`config.mk`:
```
export PLATFORM = sky130hd
export DESIGN_NAME = pipe_stage_reg
export DESIGN_NICKNAME = d
export VERILOG_FILES = /design/src/rtl/pipe_stage_reg.sv
export SDC_FILE = /design/constraint.sdc
export NUM_CORES = 1
export LEC_CHECK = 0
export CAP_MARGIN = 20
export CORE_ASPECT_RATIO = 0.75
export CORE_MARGIN = 4
export CORE_UTILIZATION = 40
export CTS_CLUSTER_DIAMETER = 100
export DETAILED_ROUTE_END_ITERATION = 7
export PLACE_DENSITY = 0.71
export SYNTH_ARGS = -nofsm -noshare
export SYNTH_HDL_FRONTEND = slang
export SYNTH_SLANG_ARGS = --single-unit
```
`constraint.sdc`:
```
create_clock -name clk_i -period 1.4 [get_ports clk_i]
set_clock_uncertainty 0.2 [all_clocks]
set_input_delay 0.35 -clock clk_i [delete_from_list [all_inputs] [get_ports clk_i]]
set_output_delay 0.35 -clock clk_i [all_outputs]
set_load 0.02 [all_outputs]
```
`src/rtl/pipe_stage_reg.sv`:
```
// pipe_stage_reg: parametrised pipeline stage register with valid/ready handshake,
// flush, bubble insertion and an optional two-entry skid buffer.
// With SKID=1, ready_o is decoded from the state register only, so it has no
// combinational path from ready_i. With SKID=0, ready_o = ready_i | !valid_o.
module pipe_stage_reg #(
    parameter int DATA_W = 32,
    parameter int CTRL_W = 5,
    parameter bit SKID   = 1'b1
) (
    input  logic              clk_i,
    input  logic              rst_i,
    input  logic              flush_i,
    input  logic              valid_i,
    output logic              ready_o,
    input  logic [DATA_W-1:0] data_i,
    input  logic [CTRL_W-1:0] ctrl_i,
    output logic              valid_o,
    input  logic              ready_i,
    output logic [DATA_W-1:0] data_o,
    output logic [CTRL_W-1:0] ctrl_o
);

    typedef enum logic [1:0] {
        ST_EMPTY = 2'd0,
        ST_ONE   = 2'd1,
        ST_TWO   = 2'd2
    } state_t;

    state_t state_q, state_d;

    logic [DATA_W-1:0] main_data_q, skid_data_q;
    logic [CTRL_W-1:0] main_ctrl_q, skid_ctrl_q;

    logic push, pop;
    logic load_main_in;    // main <- upstream entry
    logic load_main_skid;  // main <- skid entry
    logic load_skid;       // skid <- upstream entry
    logic clear_ctrl;      // next state is EMPTY: ctrl storage becomes a bubble

    assign valid_o = (state_q != ST_EMPTY);
    assign data_o  = main_data_q;
    assign ctrl_o  = main_ctrl_q;

    generate
        if (SKID) begin : g_ready_reg
            // Pure decode of the state register: no path from ready_i.
            assign ready_o = (state_q != ST_TWO);
        end else begin : g_ready_comb
            assign ready_o = ready_i | ~valid_o;
        end
    endgenerate

    assign push = valid_i & ready_o;
    assign pop  = valid_o & ready_i;

    // Next-state and storage-load decode; flush overrides every transition.
    always_comb begin
        // NOTE: every output of this block gets a default first, so no path
        // through the case statement can leave a value unassigned (no latch).
        state_d        = state_q;
        load_main_in   = 1'b0;
        load_main_skid = 1'b0;
        load_skid      = 1'b0;

        case (state_q)
            ST_EMPTY: begin
                if (push) begin
                    state_d      = ST_ONE;
                    load_main_in = 1'b1;
                end
            end
            ST_ONE: begin
                if (push && pop) begin
                    load_main_in = 1'b1;
                end else if (push && SKID) begin
                    state_d   = ST_TWO;
                    load_skid = 1'b1;
                end else if (pop) begin
                    state_d = ST_EMPTY;
                end
            end
            ST_TWO: begin
                if (pop) begin
                    state_d        = ST_ONE;
                    load_main_skid = 1'b1;
                end
            end
            default: begin
                state_d = ST_EMPTY;
            end
        endcase

        // A flushed push is dropped; a flushed pop was already delivered.
        if (flush_i) begin
            state_d        = ST_EMPTY;
            load_main_in   = 1'b0;
            load_main_skid = 1'b0;
            load_skid      = 1'b0;
        end

        clear_ctrl = (state_d == ST_EMPTY);
    end

    // State register with synchronous reset.
    always_ff @(posedge clk_i) begin
        // NOTE: sequential state uses non-blocking assignments so every
        // register samples pre-edge values regardless of block ordering.
        if (rst_i) begin
            state_q <= ST_EMPTY;
        end else begin
            state_q <= state_d;
        end
    end

    // Main entry: drives the outputs; ctrl is zeroed on every entry into EMPTY.
    always_ff @(posedge clk_i) begin
        // NOTE: the data storage is reset on purpose, because data_o must read
        // zero after reset; flush alone leaves data untouched.
        if (rst_i) begin
            main_data_q <= '0;
            main_ctrl_q <= '0;
        end else begin
            if (load_main_in) begin
                main_data_q <= data_i;
            end else if (load_main_skid) begin
                main_data_q <= skid_data_q;
            end

            if (clear_ctrl) begin
                main_ctrl_q <= '0;
            end else if (load_main_in) begin
                main_ctrl_q <= ctrl_i;
            end else if (load_main_skid) begin
                main_ctrl_q <= skid_ctrl_q;
            end
        end
    end

    // Skid entry: absorbs the one entry accepted after back-pressure begins.
    always_ff @(posedge clk_i) begin
        if (rst_i) begin
            skid_data_q <= '0;
            skid_ctrl_q <= '0;
        end else begin
            if (load_skid) begin
                skid_data_q <= data_i;
            end

            if (clear_ctrl) begin
                skid_ctrl_q <= '0;
            end else if (load_skid) begin
                skid_ctrl_q <= ctrl_i;
            end
        end
    end

endmodule

```
### Yosys cells after proc, flatten, opt, wreduce, memory -nomap -nowiden

Cells that the tools add are included.

* register bits: 76
* bits of input ports: 42
* logic and storage cells: 37

* equal/unequal tests: 3
* mux-type cells: 21
* bitwise operators: 2
* reduce and logical (&&, ||, !) cells: 6

Operators by type and width (number)
* $mux W32: 2
* $mux W2: 6
* $mux W5: 2
* $mux W1: 9
* $pmux W2 S3: 1
* $logic_not A2 Y1: 2
* $reduce_bool A2 Y1: 2
* $and A1 B1 Y1: 2
* $eq A2 B1 Y1 const B: 1
* $eq A2 B2 Y1 const B: 1
* $ne A2 B2 Y1 const B: 1
* $pmux W1 S2: 1
* $reduce_or A2 Y1: 1
* $logic_and A1 B1 Y1: 1

### Logic depth before layout (Yosys ltp)

* depth after elaboration: 9
* mapped depth: 6
* gate-level depth less buffers: 3

### Worst setup path before layout

Ideal clock, no wire load.

* path type: register to register
* start point: register state_q[1]
* end point: register main_ctrl_q[0] (netlist: ctrl_o[0])
* arrival time: 1.249 ns
* required time: 1.051 ns
* slack: -0.198 ns
* stages on the path, launching flop included: 7
* buffers on the path: 3
* path through: dfxtp_1 -> buf_6 -> or3b_4 -> buf_6 -> buf_6 -> nor3_2 -> a311oi_1

* word-level cells in the longest chain between the ends: 9
* elaborated cells on any way between the ends: 26
* classes of those cells: 3 x eq/ne; 15 x mux; 2 x bitwise; 6 x reduce/logical

Ends and longest elaborated chain
* start, declared: RTL line 29 `state_t state_q, state_d;`
* start signal, assigned: RTL line 111 `state_q <= state_d;`
* $reduce_bool A2 Y1: RTL line 40 `assign valid_o = (state_q != ST_EMPTY);`
* $and A1 B1 Y1: RTL line 54 `assign pop = valid_o & ready_i;`
* $mux W2: RTL line 78 `end else if (pop) begin`
* $mux W2: RTL line 75 `end else if (push && SKID) begin`
* $mux W2: RTL line 73 `if (push && pop) begin`
* $pmux W2 S3: RTL line 65 `case (state_q)`
* $mux W2: RTL line 94 `if (flush_i) begin`
* $logic_not A2 Y1: RTL line 101 `clear_ctrl = (state_d == ST_EMPTY);`
* $reduce_or A2 Y1 (no source line)
* end signal, assigned: RTL line 132 `main_ctrl_q <= ctrl_i;`
* end signal, assigned: RTL line 134 `main_ctrl_q <= skid_ctrl_q;`
* end, declared: RTL line 32 `logic [CTRL_W-1:0] main_ctrl_q, skid_ctrl_q;`

Several ways; a longest one is shown, not always the timed one.
A chain may end at the register's enable or synchronous reset.

### Worst setup path after layout

* start point: register state_q[1]
* end point: register main_ctrl_q[3] (netlist: ctrl_o[3])

The elaborated chain is that of the path after synthesis.

==> results.md <==
- Status: complete, but fails checks
- Failing checks: setup timing
- Final Max Slew Viols: 0
- Net Count, Synth: 441
- I/O Buffers: 80
- Post-synth EDFFs: 0
- Largest net degree at the start of global routing: 43
- GPL Wtd Cong: ~0.86
- Cell count after synthesis: 399
- Number of global-route vias before repair: 3532
- Sequential Power Share: 0.369
- Int Pwr: roughly 4.6 mW
- Leakage: ~2.4 nW
- Final period utilization: 1.30
- FMAX: 549 MHz
- Endpoints failing setup: 78
- Routed vias/inst: 6.23
- Mapped Area: ~0.0035 mm²
- Clock-pin slew on the worst setup and hold paths: 60 ps
- H-tree level count: 3
- Data required, critical path: 1410 ps
- I/O Pins: 81
- Post-route cell area: 0.00659 mm²
- Top FF cell, synth: dfxtp_1
- Clock power share: 0.438
- Flops & latches, synth: 76
- Final cell count without fillers: 659
- Setup TNS: -23970 ps
- Net Sw Frac: 0.266
- First-pass GRT wire length: 18.2 mm
- Maximum buffer depth of the clock tree: 2
- TritonCTS buffer count: 9
- GR Util All Layers: 0.225
- Starting density of the core: 0.411
- WS Path Type: flip-flop to flip-flop
- Post-DP HPWL: 6.25 mm
- Area growth from synthesis to layout: 89.8%
- Sequential-to-total area share from yosys stat: 0.438
- Cell taking the most area after synthesis: dfxtp_1
- Critical-path cell with the highest stage delay: or3b_4
- Crit-path cells: buf_6 > or3b_4 > clkbuf_16 > nor3_1 > a311oi_1
- WP buf/inv: 2
- Fillers: 476
- Critical path capture point type: flip-flop
- Yosys warning total: 0
- Combinational share of power: 0.193
- Area contributors post-synth: dfxtp_1 44%, a311oi_1 9.3%, nor3_2 8.6%
- Area of the multi-input gates: 0.00250 mm²
- Register Area: between 0.0015 and 0.002 mm²
- Ant. Diodes: 0
- Final nets: 588
- Final Util: 0.779
- Worst Hold Class: primary input to flip-flop
- Die area: 0.0103 mm²
- PwrDens: 948 mW/mm²
- Pre-antenna DRT Iters: 5
- Dpl cells: 599
- Worst Tran Pin Value: roughly 370 ps
- Async set or reset register ratio after synthesis: 0
- Sw Pwr: 1.66 mW
- Layout cells sized above 1: 0.601
- Clock latency on the worst-skew pair: 340 ps
- Initial antenna violation count: 0
- Number of hold violations in the final report: 0
- Die Y: 88.7 µm
- Worst Slack Setup Final: -423 ps
- Mapped Avg Cell Area: 8.70 µm²
- Unrepaired setup endpoints after global routing: true
- Fin crit period: 1820 ps
- Share of the synthesized area in the top cell type: 0.438
- Placed cell areas: 0.00467 mm²
- VDD IR max: 0.652 mV
- Clock net sink count: 76
- Worst setup SP type: flip-flop
- Max-cap violations: 0
- CP delay by family, top: simple AND/OR/NAND/NOR gates
- Width of the die: around 120 µm
- GR Overflow Total: 0
- Routed length per instance: 24.4 µm
- Max Fanout on Critical Path: 7
- CTS tree: done
- DRC Markers: 0
- CP arrival: 1830 ps
- Core Region: 0.00845 mm²
- Root Driver: clkbuf_16
- Row count: 29
- Yosys cell types: 29
- Routed WL: 16.1 mm
- Max-Slew Margin vs Limit: 0.753
- Via count: 4106
- Slowest Stage Delay on Critical Path: 510 ps
- DR iter-0 viols: 351
- Hold-fix buffers, CTS: 0
- Routed Antenna Nets: 0
- Pre-CTS WS: -740 ps
## per-layer routing
layer,up-vias,part of all wire,GRT usage
met5,-,0,0
met4,0,0.037,0.0896
met3,54,0.082,0.0547
met2,264,0.50,0.370
met1,2025,0.38,0.286
li1,1763,-,-
## cell type report
class                   count  area share
well taps                 108      0.0205
clock inverters             6      0.0169
clock buffers              10      0.0348
multi-input cells         280       0.380
flip-flops and latches     76       0.234
repair buffers            179       0.314
## cell usage in the layout, fill, tap and decap left out, types with 4 or more instances in the layout
cell type / count
a21oi_1: 9
a21oi_2: 29
a311oi_1: 16
a311oi_2: 21
buf_12: 13
buf_2: 5
buf_4: 77
buf_6: 24
bufbuf_16: 4
clkbuf_16: 23
clkdlybuf4s50_1: 37
dfxtp_1: 58
dfxtp_2: 18
nand2_1: 69
nand2_4: 5
nand3_1: 15
nand3_2: 11
nand3_4: 11
nor3_2: 26
nor3_4: 10
o21ai_1: 5
o21ai_2: 18
o21ai_4: 14
## cells in the mapped netlist, drive strengths merged (2+ instances only)
library cell,number
nor2,2
buf,33
or3b,2
dfxtp,76
nor3,37
a21oi,38
nand3,37
o21ai,37
nand2b,2
clkbuf,11
nand2,77
a311oi,37
## path summary, 6_finish.rpt
check / slack, ps / from / depth (start not counted) / endpoint
hold reg to reg: 280 / skid_data_q[6]$_SDFFE_PP0P_ / 2 / skid_data_q[6]$_SDFFE_PP0P_
hold / removal: 150 / rst_i / 3 / state_q[1]$_SDFF_PP0_
setup / recovery: -420 / state_q[1]$_SDFF_PP0_ / 5 / ctrl_o[3]$_SDFFE_PP0P_
setup reg to reg: -420 / state_q[1]$_SDFF_PP0_ / 5 / ctrl_o[3]$_SDFFE_PP0P_
## through the flow
step                hold slack (ps)  total power [mW]
CTS                             139              5.82
floorplan                       239              2.70
global placement                262              3.14
finish                          145              6.25
global route                    165              6.36
detailed placement              268              3.15
## worst min-delay path, stage by stage
cell       delay, ps
buf_2            110
buf_4            140
a2111oi_1         50
## logic make-up after synthesis
| group | after synthesis | share of synthesized area |
|---|---|---|
| and+or+nand+nor | 163 | 0.262 |
| AOI/OAI and AO/OA | 115 | 0.211 |
| DFF | 76 | 0.438 |
| buffers and inverters | 44 | 0.0861 |
| muxes | 1 | 0.00288 |
## flip-flops by register name, summed over array words and instances (netlist names)
| name | count |
|---|---|
| skid_data_q | 32 |
| skid_ctrl_q | 5 |
| state_q | 2 |
| data_o | 32 |
| ctrl_o | 5 |
## repair_timing
| action | 4_1_cts | 5_1_grt |
|---|---|---|
| setup buffers | 8 | 10 |
| cloned | 9 | 20 |
| gates resized for setup | 207 | 211 |
| endpoints found under the setup margin | 115 | 107 |
| endpoints found under the hold margin | 0 | 0 |
| pin swaps | 8 | 42 |
## power groups by stage
stage / registers (mW) / clock network, mW / logic [mW]
floorplan: 2.41 / 0 / 0.289
global placement: 2.33 / 0 / 0.805
detailed placement: 2.33 / 0 / 0.813
CTS: 2.29 / 2.68 / 0.854
global route: 2.31 / 2.80 / 1.25
finish: 2.30 / 2.74 / 1.21
Note: power is estimated with default switching activity, not from simulation.
